===== src/rtl/lowf_fir_mac.sv =====
// rtl/lowf_fir_mac.sv - low-band FIR multiply-accumulate consumer of the low-frequency sample queue
module lowf_fir_mac #(
    parameter int TAPS   = 1021,
    parameter int ADDR_W = 10
) (
    input  logic                     clk,
    input  logic                     rst_n,
    input  logic                     sequencing,
    input  logic signed [15:0]       smpl_in,
    input  logic signed [15:0]       coeff,
    output logic        [ADDR_W-1:0] coeff_addr,
    output logic signed [15:0]       smpl_out,
    output logic                     smpl_vld,
    output logic                     seq_err
);

    // Sum of TAPS full-scale products cannot overflow this width.
    localparam int ACC_W = 32 + $clog2(TAPS);
    localparam logic [ADDR_W-1:0] LAST_ADDR = ADDR_W'(TAPS - 1);
    localparam logic [ADDR_W-1:0] PRE_LAST  = ADDR_W'((TAPS > 1) ? TAPS - 2 : 0);

    localparam logic signed [ACC_W-1:0] HALF_LSB = {{(ACC_W-15){1'b0}}, 15'h4000};
    localparam logic signed [ACC_W-1:0] MAX_OUT  = {{(ACC_W-15){1'b0}}, 15'h7FFF};
    localparam logic signed [ACC_W-1:0] MIN_OUT  = {{(ACC_W-15){1'b1}}, 15'h0000};

    typedef enum logic [2:0] {
        IDLE,
        RUN,
        DRAIN,
        DONE,
        WAIT_LOW
    } state_t;

    state_t state;
    logic [1:0] drain_cnt;

    // Pipeline valid flags: tap issued, operands arriving, operands registered, product registered.
    logic issue_v;
    logic data_v;
    logic pair_v;
    logic prod_v;

    logic signed [15:0]      smpl_r;
    logic signed [15:0]      coeff_r;
    logic signed [31:0]      prod;
    logic signed [ACC_W-1:0] acc;

    logic signed [ACC_W-1:0] prod_ext;
    logic signed [ACC_W-1:0] final_sum;
    logic signed [ACC_W-1:0] rounded;
    logic signed [ACC_W-1:0] scaled;
    logic signed [15:0]      sat_out;

    assign prod_ext = {{(ACC_W-32){prod[31]}}, prod};

    // Final tap's product is folded in here during DONE, then rounded half-up and clamped.
    always_comb begin
        final_sum = acc + prod_ext;
        rounded   = final_sum + HALF_LSB;
        scaled    = rounded >>> 15;
        sat_out   = scaled[15:0];
        if (scaled > MAX_OUT) begin
            sat_out = 16'sh7FFF;
        end else if (scaled < MIN_OUT) begin
            sat_out = 16'sh8000;
        end
    end

    // Frame sequencing FSM together with the operand/product/accumulate pipeline.
    always_ff @(posedge clk or negedge rst_n) begin
        if (!rst_n) begin
            state      <= IDLE;
            drain_cnt  <= 2'd0;
            coeff_addr <= '0;
            smpl_out   <= 16'sh0;
            smpl_vld   <= 1'b0;
            seq_err    <= 1'b0;
            issue_v    <= 1'b0;
            data_v     <= 1'b0;
            pair_v     <= 1'b0;
            prod_v     <= 1'b0;
            smpl_r     <= 16'sh0;
            coeff_r    <= 16'sh0;
            prod       <= 32'sh0;
            acc        <= '0;
        end else begin
            smpl_vld <= 1'b0;
            seq_err  <= 1'b0;
            issue_v  <= 1'b0;

            data_v  <= issue_v;
            pair_v  <= data_v;
            prod_v  <= pair_v;
            smpl_r  <= smpl_in;
            coeff_r <= coeff;
            prod    <= 32'(smpl_r) * 32'(coeff_r);
            if (prod_v) begin
                acc <= acc + prod_ext;
            end

            case (state)
                IDLE: begin
                    coeff_addr <= '0;
                    if (sequencing) begin
                        issue_v   <= 1'b1;
                        drain_cnt <= 2'd0;
                        state     <= (TAPS == 1) ? DRAIN : RUN;
                    end
                end
                RUN: begin
                    if (sequencing) begin
                        issue_v    <= 1'b1;
                        coeff_addr <= coeff_addr + 1'b1;
                        if (coeff_addr == PRE_LAST) begin
                            drain_cnt <= 2'd0;
                            state     <= DRAIN;
                        end
                    end else begin
                        // Short burst: drop everything in flight so no stale product lands later.
                        seq_err    <= 1'b1;
                        coeff_addr <= '0;
                        acc        <= '0;
                        data_v     <= 1'b0;
                        pair_v     <= 1'b0;
                        prod_v     <= 1'b0;
                        state      <= IDLE;
                    end
                end
                DRAIN: begin
                    coeff_addr <= '0;
                    drain_cnt  <= drain_cnt + 2'd1;
                    if (drain_cnt == 2'd2) begin
                        state <= DONE;
                    end
                end
                DONE: begin
                    smpl_out <= sat_out;
                    smpl_vld <= 1'b1;
                    acc      <= '0;
                    state    <= sequencing ? WAIT_LOW : IDLE;
                end
                WAIT_LOW: begin
                    if (!sequencing) begin
                        state <= IDLE;
                    end
                end
                default: begin
                    coeff_addr <= '0;
                    state      <= IDLE;
                end
            endcase
        end
    end

    // coeff_addr only ever holds tap indices.
    logic unused_last;
    assign unused_last = (LAST_ADDR == '0);

endmodule


===== config.mk =====
export PLATFORM = sky130hd
export DESIGN_NAME = lowf_fir_mac
export DESIGN_NICKNAME = d
export VERILOG_FILES = /design/src/rtl/lowf_fir_mac.sv
export SDC_FILE = /design/constraint.sdc
export NUM_CORES = 1
export LEC_CHECK = 0
export ABC_AREA = 1
export CAP_MARGIN = 20
export CORE_ASPECT_RATIO = 0.5
export CORE_UTILIZATION = 43
export CTS_BUF_LIST = sky130_fd_sc_hd__clkbuf_4 sky130_fd_sc_hd__clkbuf_8
export DETAILED_ROUTE_END_ITERATION = 8
export GPL_ROUTABILITY_DRIVEN = 0
export GPL_TIMING_DRIVEN = 0
export PLACE_DENSITY = 0.65
export SETUP_SLACK_MARGIN = 0.4
export SYNTH_ARGS = -nofsm -noshare
export SYNTH_HDL_FRONTEND = slang
export SYNTH_SLANG_ARGS = --single-unit

===== constraint.sdc =====
create_clock -name clk -period 8.13 [get_ports clk]
set_input_delay 1.626 -clock clk [delete_from_list [all_inputs] [get_ports clk]]
set_output_delay 1.626 -clock clk [all_outputs]
set_load 0.005 [all_outputs]

==> summary.md <==
| Metric | Value |
|---|---|
| Complex-gate fraction of the synthesized area | `4.99%` |
| Yosys reg bits | `143` |
| Post-place setup slack | `1.46 ns` |
| Die Ht | `around 150 um` |
| Average size of a mapped cell | `roughly 7.3 um2` |
| Total wire length | `roughly 51 mm` |
| Worst-Skew Late Latency | `slightly above 0.5 ns` |
| Layout area overhead | `8.96%` |
| Root Driver | `clkbuf_8` |
| Maximum root-to-sink buffer count | `2` |
| Clock sinks | `about 140` |
| Multiplexer area fraction after synthesis | `0%` |
| Initial core utilization | `~44%` |
| Critical path buffer and inverter count | `8` |
| Final worst-path cycle share | `82.4%` |
| Vias in the first global route | `around 17000` |
| Commonest non-fill, non-tap cell in the layout | `nand2_1` |
| Ys flop type | `dfrtp_1` |
| Max-slew headroom | `between 40 and 50%` |
| Worst EP arrival | `~7.1 ns` |
| Fmax | `roughly 150 MHz` |
| Post-synth EDFFs | `0` |
| CTS clock-pin slew for the worst setup and hold paths | `approximately 0.10 ns` |
| # IOs | `63` |
| Num rows | `55` |
| Most area-consuming cells after synthesis | `fa_1 26%, dfrtp_1 18%, nand2_1 15%` |
| Starting DRT DRC Count | `about 1300` |
| Final Critical Period | `6.70 ns` |
| Dpl hpwl | `around 43 mm` |
| Cts hold-fix bufs | `0` |
| Pre-Repair DR Iteration Count | `5` |
| CTS tree | `yes` |
| Max Cap Viol | `0` |
| Cell family with most CP delay | `adder cells` |
| Final Non-Filler Cells | `around 3400` |
| Setup crit start kind | `flop` |
| Final hold violation count | `0` |
| # placed instances | `3393` |
| Port Buf Inserts | `62` |
| Fraction of layout cells with a size suffix above 1 | `4.92%` |
| Mapped Nets | `approximately 3200` |
| Layout Utilization | `a little under half` |
| Final Max Slew Viols | `0` |
| H-tree depth | `4` |
| Critical-path cell list | `clkbuf_1 > clkbuf_1 > nand2_1 > fa_1 > inv_1 > fa_1 > fa_1 > inv_1 > fa_1 > inv_1 > fa_1 > inv_1 > fa_1 > inv_1 > ha_1 > a21oi_1 > inv_1 > a31oi_1 > nand2_1 > a221oi_1 > xor2_1` |
| Die area | `approximately 47000 um2` |
| Yosys warning total | `0` |
| Register area share after synthesis | `between 10% and 20%` |
| Worst Path Required | `between 8 and 9 ns` |
| Postcts setup bufs | `0` |
| Share of the synthesized area in the top cell type | `26.4%` |
| GR Overflow Total | `0` |
| GRT Util Overall | `a little under a quarter` |
| Synth Area in Simple Gates | `24.3%` |
| Adder-cell share of the synthesized area | `approximately a third` |
| GR Layer Usage met3 | `4.33%` |
| Met1 GRT Util | `between 30% and 40%` |
| Crit path kind | `reg2reg` |
| Initial antenna violation count | `1` |
| Worst Skew | `between 0.03 and 0.04 ns` |
| Post-cts resize count | `0` |
| DRC viols | `0` |
| Most Used Layer, Global Route | `met2` |
| Via Count | `16500` |
| Post-Synthesis Cells | `roughly 2700` |
| Cell Area, Synth | `between 15000 and 20000 um2` |
| Met2 Track Usage GR | `around 36%` |
| Largest stage delay, worst path | `between 0.6 and 0.7 ns` |
| Routed Antenna Nets | `0` |
| First-pass GRT wire length | `84.8 mm` |
| Actual slew at the worst max-slew pin | `0.794 ns` |
| Critical path capture point type | `flop` |
| HP Class | `reg2reg` |
| Post-synthesis xor/xnor area fraction | `under 10%` |
| Core area | `between 40000 and 50000 um2` |
| Crit-path max FO | `10` |
| Largest area contributor in the netlist | `fa_1` |
| Status | `finished, final reports clean` |
| WHS | `0.472 ns` |
| Routed vias/inst | `around 4.8` |
| Largest net degree at the start of global routing | `83` |
| Unrepaired setup endpoints after global routing | `false` |
| Die X | `around 310 um` |
| Yosys cell types | `between 40 and 50` |
| Main combinational cell family by area after synthesis | `adder cells` |
| Total Nets Final | `approximately 3200` |
| DR WL/cell | `14.9 um` |
| Fraction of registers with async set/reset | `100%` |
| Worst Slack Setup Final | `between 1 and 1.5 ns` |
| Slowest-stage cell, CP | `fa_1` |
| Final Setup Violations | `0` |
| CTS buffer count | `17` |
| Most frequent cells in the layout | `790 x nand2_1, 737 x inv_1, 263 x fa_1` |
## cell families (layout without fill, tap and decap cells)
group,Yosys count,in the layout
flip-flops,143,143
adder cells (fa/ha/maj),389,389
buffers and inverters,823,918
other,0,1
XOR/XNOR,62,62
AO/OA/AOI/OAI,172,172
AND/OR/NAND/NOR,1143,1143
## routing by layer
metal	vias up	part of all wire (%)
met1	7827	47
met4	0	2.4
met5	-	0
met2	450	44
li1	8105	-
met3	72	6.8
## synthesized netlist by cell type (2+ instances only)
cell        n
nand2_1   790
inv_1     737
fa_1      263
dfrtp_1   143
nor2_1    138
ha_1      126
nand3_1    78
a21oi_1    69
clkbuf_1   68
xor2_1     48
o21ai_0    47
nand2_2    36
o211ai_1   31
nand4_1    24
nor2_2     20
nor3_1     14
xnor2_1    13
nand3_2    11
nor2_4     10
inv_2       8
or2_2       8
clkinv_1    6
a31oi_1     5
o21bai_1    5
a21o_1      4
nand2_4     4
a21oi_2     2
and2_1      2
nand3b_1    2
nor4_1      2
o22ai_1     2
o31ai_1     2
## final cells by class
| type | instances | area [um2] |
|---|---|---|
| Fill cell | 4533 | 23700 |
| Multi-Input combinational cell | 1766 | 13200 |
| Sequential cell | 143 | 3580 |
| Inverter | 751 | 2820 |
| Tap cell | 598 | 748 |
| Timing Repair Buffer | 63 | 649 |
| Buffer | 72 | 290 |
| Clock buffer | 18 | 241 |
| Clock inverter | 14 | 144 |
| Antenna cell | 1 | 2.50 |
## final timing paths
path	startpoint	endpoint	slack (ns)	depth (start not counted)
max	coeff_r[9]$_DFF_PN0_	prod[31]$_DFF_PN0_	1.43	21
max reg2reg	coeff_r[9]$_DFF_PN0_	prod[31]$_DFF_PN0_	1.43	21
min reg2reg	issue_v$_DFF_PN0_	data_v$_DFF_PN0_	0.47	2
min	issue_v$_DFF_PN0_	data_v$_DFF_PN0_	0.47	2
max in group asynchronous	rst_n	smpl_r[9]$_DFF_PN0_	6.13	2
min in group asynchronous	rst_n	smpl_out[14]$_DFFE_PN0P_	1.12	1
## registers in the layout, indices dropped and copies added, names as in the netlist
| register | count |
|---|---|
| acc | 42 |
| pair_v | 1 |
| seq_err | 1 |
| coeff_addr | 10 |
| prod_v | 1 |
| smpl_vld | 1 |
| smpl_r | 16 |
| drain_cnt | 2 |
| prod | 32 |
| issue_v | 1 |
| smpl_out | 16 |
| state | 3 |
| coeff_r | 16 |
| data_v | 1 |
## stage by stage
stage / setup TNS, ns / instance area [um2]
floorplan: 0 / 19900
global placement: -86.96 / 21300
detailed placement: 0 / 21300
CTS: 0 / 21700
global route: 0 / 21700
finish: 0 / 21700
## tightest hold or removal path, delay by kind of cell (launching register included)
family                 cells  cell delay, ns
DFF                        1            0.37
buffers and inverters      1            0.05
and+or+nand+nor            1            0.03
Power is left out: the tool's default activity adds up to more than one toggle a clock period on the data nets, which glitch-free logic cannot reach.
